### src/rtl/spi_ctrl_pkg.sv
`default_nettype none
// ============================================================================
// Module      : spi_ctrl_pkg
// Description : Shared types and constants for the SPI nibble command sequencer.
// Revision    : 1.0 - initial release
// ============================================================================
package spi_ctrl_pkg;

    localparam int c_NIBBLE_WIDTH = 4;
    localparam int c_NUM_REGS     = 4;

    localparam logic [1:0] OP_NOP   = 2'b00;
    localparam logic [1:0] OP_WRITE = 2'b01;
    localparam logic [1:0] OP_ADD   = 2'b10;
    localparam logic [1:0] OP_CLEAR = 2'b11;

    typedef enum logic [0:0] {
        IDLE         = 1'b0,
        WAIT_OPERAND = 1'b1
    } state_t;

    // Zero-extended add so the carry lands in bit 4.
    function automatic logic [c_NIBBLE_WIDTH:0] add_nibbles(
        input logic [c_NIBBLE_WIDTH-1:0] a,
        input logic [c_NIBBLE_WIDTH-1:0] b
    );
        return {1'b0, a} + {1'b0, b};
    endfunction

endpackage
`default_nettype wire

### src/rtl/nibble_timeout_timer.sv
`default_nettype none
// ============================================================================
// Module      : nibble_timeout_timer
// Description : Counts enabled cycles; expired flags the final count cycle.
// Revision    : 1.0 - initial release
// ============================================================================
module nibble_timeout_timer #(
    parameter int TIMEOUT_CYCLES = 1_000_000
) (
    input  logic clk,
    input  logic reset_n,
    input  logic clear,
    input  logic enable,
    output logic expired
);

    localparam int                c_WIDTH = $clog2(TIMEOUT_CYCLES);
    localparam logic [c_WIDTH-1:0] c_LAST  = c_WIDTH'(TIMEOUT_CYCLES - 1);

    logic [c_WIDTH-1:0] r_count;

    always_ff @(posedge clk or negedge reset_n) begin
        if (!reset_n) begin
            r_count <= '0;
        end else if (clear) begin
            r_count <= '0;
        end else if (enable) begin
            r_count <= r_count + c_WIDTH'(1);
        end
    end

    assign expired = enable && (r_count == c_LAST);

endmodule
`default_nettype wire

### src/rtl/spi_nibble_cmd_ctrl.sv
`default_nettype none
// ============================================================================
// Module      : spi_nibble_cmd_ctrl
// Description : Frames SPI nibbles into commands and executes them on a
//               four-entry 4-bit register bank with an inter-nibble timeout.
// Revision    : 1.0 - initial release
// ============================================================================
module spi_nibble_cmd_ctrl
    import spi_ctrl_pkg::*;
#(
    parameter int TIMEOUT_CYCLES = 1_000_000
) (
    input  logic        clk,
    input  logic        reset_n,
    input  logic [3:0]  nibble_in,
    input  logic        nibble_valid,
    output logic [15:0] regs_out,
    output logic        carry_flag,
    output logic        busy,
    output logic        cmd_done,
    output logic        err_timeout,
    output logic        timeout_sticky,
    output logic [7:0]  cmd_count
);

    state_t                    r_state;
    logic [1:0]                r_cmd;
    logic [1:0]                r_addr;
    logic [c_NIBBLE_WIDTH-1:0] r_regs [c_NUM_REGS];

    logic [1:0]                w_op_cmd;
    logic [1:0]                w_op_addr;
    logic [c_NIBBLE_WIDTH:0]   w_sum;
    logic                      w_expired;
    logic                      w_timer_clear;
    logic                      w_timer_enable;

    assign w_op_cmd       = nibble_in[3:2];
    assign w_op_addr      = nibble_in[1:0];
    assign w_sum          = add_nibbles(r_regs[r_addr], nibble_in);
    assign w_timer_clear  = (r_state == IDLE);
    assign w_timer_enable = (r_state == WAIT_OPERAND);

    nibble_timeout_timer #(
        .TIMEOUT_CYCLES (TIMEOUT_CYCLES)
    ) u_timer (
        .clk     (clk),
        .reset_n (reset_n),
        .clear   (w_timer_clear),
        .enable  (w_timer_enable),
        .expired (w_expired)
    );

    generate
        for (genvar k = 0; k < c_NUM_REGS; k++) begin : g_regs_out
            assign regs_out[k*c_NIBBLE_WIDTH +: c_NIBBLE_WIDTH] = r_regs[k];
        end
    endgenerate

    always_ff @(posedge clk or negedge reset_n) begin
        if (!reset_n) begin
            r_state        <= IDLE;
            r_cmd          <= OP_NOP;
            r_addr         <= '0;
            for (int i = 0; i < c_NUM_REGS; i++) begin
                r_regs[i] <= '0;
            end
            carry_flag     <= 1'b0;
            busy           <= 1'b0;
            cmd_done       <= 1'b0;
            err_timeout    <= 1'b0;
            timeout_sticky <= 1'b0;
            cmd_count      <= '0;
        end else begin
            cmd_done    <= 1'b0;
            err_timeout <= 1'b0;
            case (r_state)
                IDLE: begin
                    if (nibble_valid) begin
                        case (w_op_cmd)
                            OP_NOP: begin
                                cmd_done  <= 1'b1;
                                cmd_count <= cmd_count + 8'd1;
                            end
                            OP_CLEAR: begin
                                for (int i = 0; i < c_NUM_REGS; i++) begin
                                    r_regs[i] <= '0;
                                end
                                carry_flag     <= 1'b0;
                                timeout_sticky <= 1'b0;
                                cmd_done       <= 1'b1;
                                cmd_count      <= cmd_count + 8'd1;
                            end
                            OP_WRITE, OP_ADD: begin
                                r_cmd   <= w_op_cmd;
                                r_addr  <= w_op_addr;
                                busy    <= 1'b1;
                                r_state <= WAIT_OPERAND;
                            end
                            default: ;
                        endcase
                    end
                end
                WAIT_OPERAND: begin
                    // A valid operand on the final count cycle wins over the timeout.
                    if (nibble_valid) begin
                        if (r_cmd == OP_ADD) begin
                            r_regs[r_addr] <= w_sum[c_NIBBLE_WIDTH-1:0];
                            carry_flag     <= w_sum[c_NIBBLE_WIDTH];
                        end else begin
                            r_regs[r_addr] <= nibble_in;
                        end
                        cmd_done  <= 1'b1;
                        cmd_count <= cmd_count + 8'd1;
                        busy      <= 1'b0;
                        r_state   <= IDLE;
                    end else if (w_expired) begin
                        err_timeout    <= 1'b1;
                        timeout_sticky <= 1'b1;
                        busy           <= 1'b0;
                        r_state        <= IDLE;
                    end
                end
                default: r_state <= IDLE;
            endcase
        end
    end

endmodule
`default_nettype wire

### config.mk
export PLATFORM = sky130hd
export DESIGN_NAME = spi_nibble_cmd_ctrl
export DESIGN_NICKNAME = d
export VERILOG_FILES = /design/src/rtl/spi_ctrl_pkg.sv /design/src/rtl/nibble_timeout_timer.sv /design/src/rtl/spi_nibble_cmd_ctrl.sv
export SDC_FILE = /design/constraint.sdc
export NUM_CORES = 1
export LEC_CHECK = 0
export CORE_MARGIN = 2
export CORE_UTILIZATION = 40
export CTS_CLUSTER_SIZE = 8
export DETAILED_ROUTE_END_ITERATION = 12
export PLACE_DENSITY = 0.62
export SLEW_MARGIN = 20
export SYNTH_ARGS = -nofsm -noshare
export SYNTH_HDL_FRONTEND = slang
export SYNTH_SLANG_ARGS = --single-unit
export TNS_END_PERCENT = 5
### constraint.sdc
create_clock -name clk -period 5.95 [get_ports clk]
set_input_delay 0.595 -clock clk [delete_from_list [all_inputs] [get_ports clk]]
set_output_delay 0.595 -clock clk [all_outputs]
set_load 0.005 [all_outputs]
# Word-level counts from Yosys, hierarchy flattened
# Cells that the tools add are included.
dict set report totals {
  input_bits 7
  out_inout_bits 29
  wordCells 88
  regBits 54
}
dict set report classes {
  addsub 3
  n_reduce_logical 11
  bitwise 2
  eq_ne 14
  order_cmp 2
  mux 42
}
# operator count
set op_table {}
lappend op_table {{16-bit 2-to-1 mux} 4}
lappend op_table {{16-bit bitwise mux} 2}
lappend op_table {{16-bit case mux with 2 select lines} 1}
lappend op_table {{8-bit 2-to-1 mux} 3}
lappend op_table {{20-bit by 1-bit adder with 20-bit output, second input constant} 1}
lappend op_table {{20-bit == test, second input constant} 1}
lappend op_table {{1-bit 2-to-1 mux} 20}
lappend op_table {{20-bit 2-to-1 mux} 1}
lappend op_table {{8-bit case mux with 2 select lines} 1}
lappend op_table {{4-bit 2-to-1 mux} 3}
lappend op_table {{2-bit != test, second input constant} 6}
lappend op_table {{3-bit AND reduction} 4}
lappend op_table {{1-bit case mux with 2 select lines} 5}
lappend op_table {{8-bit by 1-bit adder with 8-bit output, second input constant} 1}
lappend op_table {{4-bit binary-select mux with 2-bit select} 1}
lappend op_table {{4-bit demux with 2-bit select} 1}
lappend op_table {{4-bit AND reduction} 2}
lappend op_table {{2-bit == test, second input constant} 3}
lappend op_table {{4-bit by 4-bit adder with 5-bit output} 1}
lappend op_table {{2-bit by 1-bit != test with 1-bit output, second input constant} 2}
lappend op_table {{2-bit OR reduction} 2}
lappend op_table {{3-bit >= comparator, second input constant} 1}
lappend op_table {{3-bit by 1-bit less-than comparator with 1-bit output, second input constant} 1}
lappend op_table {{3-bit by 2-bit != test with 1-bit output, second input constant} 1}
lappend op_table {{5 further kinds} 6}

# Depth between registers and ports, before layout
dict set report depth {
  ltp_word 9
  depth_mapped 9
  mapped_depth_nobuf 8
}

# Hierarchy
# From an unflattened synthesis, not the netlist that was laid out.
dict set report unflattened {
  hier_cells 253
  hier_area_um2 2795.2
}
# mod instances area_per_inst_um2 seq_area_each_um2 cells_per_inst
set modules_own_cells {}
lappend modules_own_cells {spi_nibble_cmd_ctrl 1 1699.1 850.8 144}
lappend modules_own_cells {nibble_timeout_timer 1 1096.1 500.5 109}

# Least setup slack after synthesis
# Ideal clock, no wire load.
dict set report synth_path {
  kind {reg-to-reg}
  startpoint {reg r_addr[0]}
  endpoint {reg r_regs, in the netlist regs_out[13]}
  setup_time_ns 0.066
  path_stages_with_launch 9
  setup_slack_ns 3.448
  synth_period_minus_slack_ns 2.502
  arrival_ns 2.436
  path_buffers 1
  t_required_ns 5.884
  path_cell_list {dfrtp_1 clkbuf_1 mux4_2 ha_1 inv_1 fa_1 mux2_2 o21ai_0 a22o_1}
}
dict set report synth_between {
  elab_chain_cells 9
  word_cells_on_any_way 15
  classes_between {add/sub: 1; order compare: 2; mux: 10; bitwise: 1; reduce/logical: 1}
}
# item line
set synth_lines {}
lappend synth_lines {{from (decl)} spi_nibble_cmd_ctrl.sv:28} ;# logic [1:0] r_addr;
lappend synth_lines {{from (signal assigned)} spi_nibble_cmd_ctrl.sv:96} ;# r_addr <= w_op_addr;
lappend synth_lines {{2-bit inverter with 3-bit output (implied by the code) *} {spi_nibble_cmd_ctrl.sv:40, spi_nibble_cmd_ctrl.sv:108, spi_nibble_cmd_ctrl.sv:111}}
lappend synth_lines {{4-bit binary-select mux with 2-bit select, or another cell as far along} spi_nibble_cmd_ctrl.sv:40} ;# assign w_sum = add_nibbles(r_regs[r_addr], nibble_in);
lappend synth_lines {{4-bit 2-to-1 mux (implied by the code) or 1-bit logical AND (tied branches)} {spi_nibble_cmd_ctrl.sv:40, spi_nibble_cmd_ctrl.sv:108, spi_nibble_cmd_ctrl.sv:111}}
lappend synth_lines {{4-bit 2-to-1 mux (on tied branches)} {spi_nibble_cmd_ctrl.sv:40, spi_nibble_cmd_ctrl.sv:108, spi_nibble_cmd_ctrl.sv:111}}
lappend synth_lines {{4-bit by 4-bit adder with 5-bit output or 4-bit demux with 2-bit select (tied branches)} {spi_ctrl_pkg.sv:27, spi_nibble_cmd_ctrl.sv:108, spi_nibble_cmd_ctrl.sv:111}}
lappend synth_lines {{16-bit bitwise mux (on tied branches)} {spi_nibble_cmd_ctrl.sv:108, spi_nibble_cmd_ctrl.sv:111}}
lappend synth_lines {{16-bit 2-to-1 mux *} spi_nibble_cmd_ctrl.sv:107} ;# if (r_cmd == OP_ADD) begin
lappend synth_lines {{16-bit 2-to-1 mux *} spi_nibble_cmd_ctrl.sv:106} ;# if (nibble_valid) begin
lappend synth_lines {{16-bit case mux with 2 select lines *} spi_nibble_cmd_ctrl.sv:77} ;# case (r_state)
lappend synth_lines {{to (signal, indexed assignment)} spi_nibble_cmd_ctrl.sv:108} ;# r_regs[r_addr] <= w_sum[c_NIBBLE_WIDTH-1:0];
lappend synth_lines {{to (signal, indexed assignment)} spi_nibble_cmd_ctrl.sv:111} ;# r_regs[r_addr] <= nibble_in;
lappend synth_lines {{to (decl)} spi_nibble_cmd_ctrl.sv:29} ;# logic [c_NIBBLE_WIDTH-1:0] r_regs [c_NUM_REGS];
# Every way passes the cells marked *; elsewhere a longest branch is shown, timed or not. The select of a mux whose other input is x is not followed.
# A chain may end at the register's enable or synchronous reset.

# Final worst setup path
dict set report layout_path {
  startpoint {reg r_addr[0]}
  endpoint {reg r_regs, in the netlist regs_out[3]}
}
# The elaborated chain is that of the path after synthesis.

==> flow_summary.yaml <==
floorplanning:
  die-width_um: 86.88
  design.die.area_um2: 7548
  floorplan.die.height_um: 86.88
  floorplan.rows: 30
  initial_utilization: 0.4089
  io_pins: 36
  core_region_area_um2: 6719
sta:
  setup_ws_ns: 3.299
  final_min_period_over_clock_period: 0.4456
  maxClockFrequency_mhz: 377.2
  timing.slew.headroom: 0.5228
  hold_violations: 0
  slew_violations: 0
  setup_viol: 0
  finalSetupTns_ns: 0
  unrepaired_setup_endpoints_after_global_routing: "no"
  worst_hold_slack_ns: 0.3944
  minimum_period_implied_by_the_final_worst_setup_slack_ns: 2.651
  final.setup_skew_ns: 0.01133
  worst_slew_pin_slew_ns: 0.7158
clock_tree:
  hold_buffers: 0
  root_buffer: "clkbuf_8"
  tritoncts: "done"
  clkTransAtPathRegs_ns: 0.11
  cts.repair_timing.setup_buffer_count: 0
  cts.repair.resized: 0
  max-clock-path-buffers: 2
  clock-sinks: 54
  worst_skew_pair.late_latency_ns: 0.32
  htree_levels: 2
  numCtsBuffers: 5
routing:
  via_count: 2150
  first_pass_iters: 5
  dr.first_iter.drc_count: 132
  finalWirelength_mm: 5.883
  antenna_left: 0
  drt_drc_violations_left: 0
  routed_wire_per_std_cell_um: 15.40
  routed_via_density: 5.628
synthesis:
  synthDominantCellAreaShare: 0.4918
  ys_top_cells_by_count: "dfrtp_1, nand2_1, o21ai_0"
  postSynthNetCount: 282
  synth_enable_flop_cells: 0
  ys_top_cells_by_area: "dfrtp_1, o21ai_0, nand2_1"
  netlist.top_cell.by_area: "dfrtp_1"
  post_synth_inst_count: 267
  syn_avg_cell_area_um2: 10.29
  synth_sequential_area_ratio: 0.4918
  netlist_area_um2: 2748
  async_flop_share: 1.000
  synth_most_common_cell: "dfrtp_1"
  ys_seq_elements: 54
  number_of_distinct_library_cell_variants_in_the_gate_level_netlist_after_synthesis: 45
  yosysWarningCount: 0
  postSynth.topFlopCell: "dfrtp_1"
run:
  timing.max_cap.violations: 0
critical_path:
  path_cells: "mux4_2 -> ha_1 -> nor4b_1 -> a221o_1 -> nor3_1 -> o21ai_0"
  crit_required_ns: 6.14
  cp_max_fo: 12
  instance_count_on_the_critical_path: 6
  setup.worst_path.end_class: "register"
  cp_slowest_cell: "dfrtp_1"
  critPathTopFamily: "flip-flops"
  critPathMaxStageDelay_ns: 0.64
  r2r.worst_path.cells: 6
  path_buf_inv: 0
  cp-start-kind: "register"
  critical_path_class: "register to register"
  arr_time_crit_path_ns: 2.84
grt:
  grt_max_degree: 55
  grt_antenna_before_repair: 0
  wire_length_of_the_first_global_routing_pass_mm: 10.14
  global_route.usage.total: 0.1717
  first_global_vias: 2085
  global_route.overflow_total: 0
place:
  buffer_ports.inserted: 35
  preCtsSetupSlack_ns: 3.291
  globalplace.congestion: 0.7836
  postPlaceCellArea_um2: 3162
  placed_cells_incl_taps: 374
  dp_hpwl_mm: 4.147
outcome:
  run_status: "finished clean"
power:
  total_power_mw: 1.139
  power.static_leakage_nw: 1.348
  power_per_cell_area_nw_per_um2: 349.9
  peakVddDrop_mv: 0.2254
final_layout:
  drive_above_1_share: 0.09603
  finalCoreUtilization: 0.4845
  antenna-diode-count: 0
  nets: 316
  layout.cells.non_filler: 382
  area.growth.synth_to_final_pct: 18.49
  final_area_um2: 3256
min_path:
  hold_path_class: "primary input to async pin"
final cells by class:
| class | instances | area [um^2] |
|---|---|---|
| clock buffers | 5 | 68.82 |
| repair buffers | 37 | 360.3 |
| clock inverters | 3 | 25.02 |
| well taps | 80 | 100.1 |
| inverters | 10 | 37.54 |
| fillers | 632 | 3463 |
| flip-flops and latches | 54 | 1351 |
| multi-input cells | 193 | 1313 |
power by group:
part	switching (mW)	internal, mW
clock	0.132	0.0853
sequential	0.0956	0.440
combinational	0.160	0.226
total	0.388	0.751
cells by family (layout without fill, tap and decap cells):
logic type / count (synthesis) / count (layout) / synth area share
mux: 10 / 10 / 0.05692
xor+xnor: 17 / 17 / 0.05419
simple gates: 101 / 101 / 0.2004
fa+ha+maj: 8 / 8 / 0.03916
buf+inv: 20 / 55 / 0.03051
flops: 54 / 54 / 0.4918
compound gates: 57 / 57 / 0.1271
final timing paths:
check,end,from,slack [ns]
worst max-delay path,regs_out[3]$_DFFE_PN0P_,r_addr[0]$_DFFE_PN0P_,3.30
worst min-delay path,err_timeout$_DFF_PN0_,reset_n,0.39
worst max register to register,regs_out[3]$_DFFE_PN0P_,r_addr[0]$_DFFE_PN0P_,3.30
worst min register to register,cmd_count[7]$_DFFE_PN0P_,cmd_count[7]$_DFFE_PN0P_,0.48
max in group asynchronous,regs_out[10]$_DFFE_PN0P_,reset_n,5.10
min in group clk,cmd_count[7]$_DFFE_PN0P_,cmd_count[7]$_DFFE_PN0P_,0.48
layer usage:
layer,wire length (um),GRT usage,vias to the layer above,part of all wire
li1,-,-,1037,-
met1,2880,0.2384,1052,0.49
met2,2654,0.2644,53,0.45
met3,243,0.03697,8,0.041
met4,104,0.06392,0,0.018
met5,0,0,-,0
flip-flops by register name, summed over array words and instances, names as in the netlist, 2 cells and up:
signal	flops
regs_out	16
r_addr	2
u_timer.r_count	20
r_cmd	2
cmd_count	8
cells in the final DEF (no fill, tap or decap), types with 2 or more instances in the layout:
cell type / count
or4_4: 2
o41ai_1: 2
xnor2_1: 9
nand2b_1: 6
a21oi_1: 13
nand2_1: 28
dfrtp_1: 54
and3_1: 6
nand4_1: 8
clkdlybuf4s50_1: 34
o21ai_0: 25
nor4bb_1: 3
nor4_1: 2
nand3_1: 9
or2_2: 4
or4_1: 3
a21o_1: 3
o211ai_1: 2
nor4b_1: 2
o31ai_1: 2
ha_1: 7
buf_4: 2
inv_1: 10
a22o_1: 3
and4_1: 2
o311ai_0: 3
nor3_1: 3
clkbuf_8: 5
xor2_1: 8
or3_1: 3
mux2_2: 5
nor2_1: 15
mux4_2: 4
Note: power is estimated with default switching activity, not from simulation.
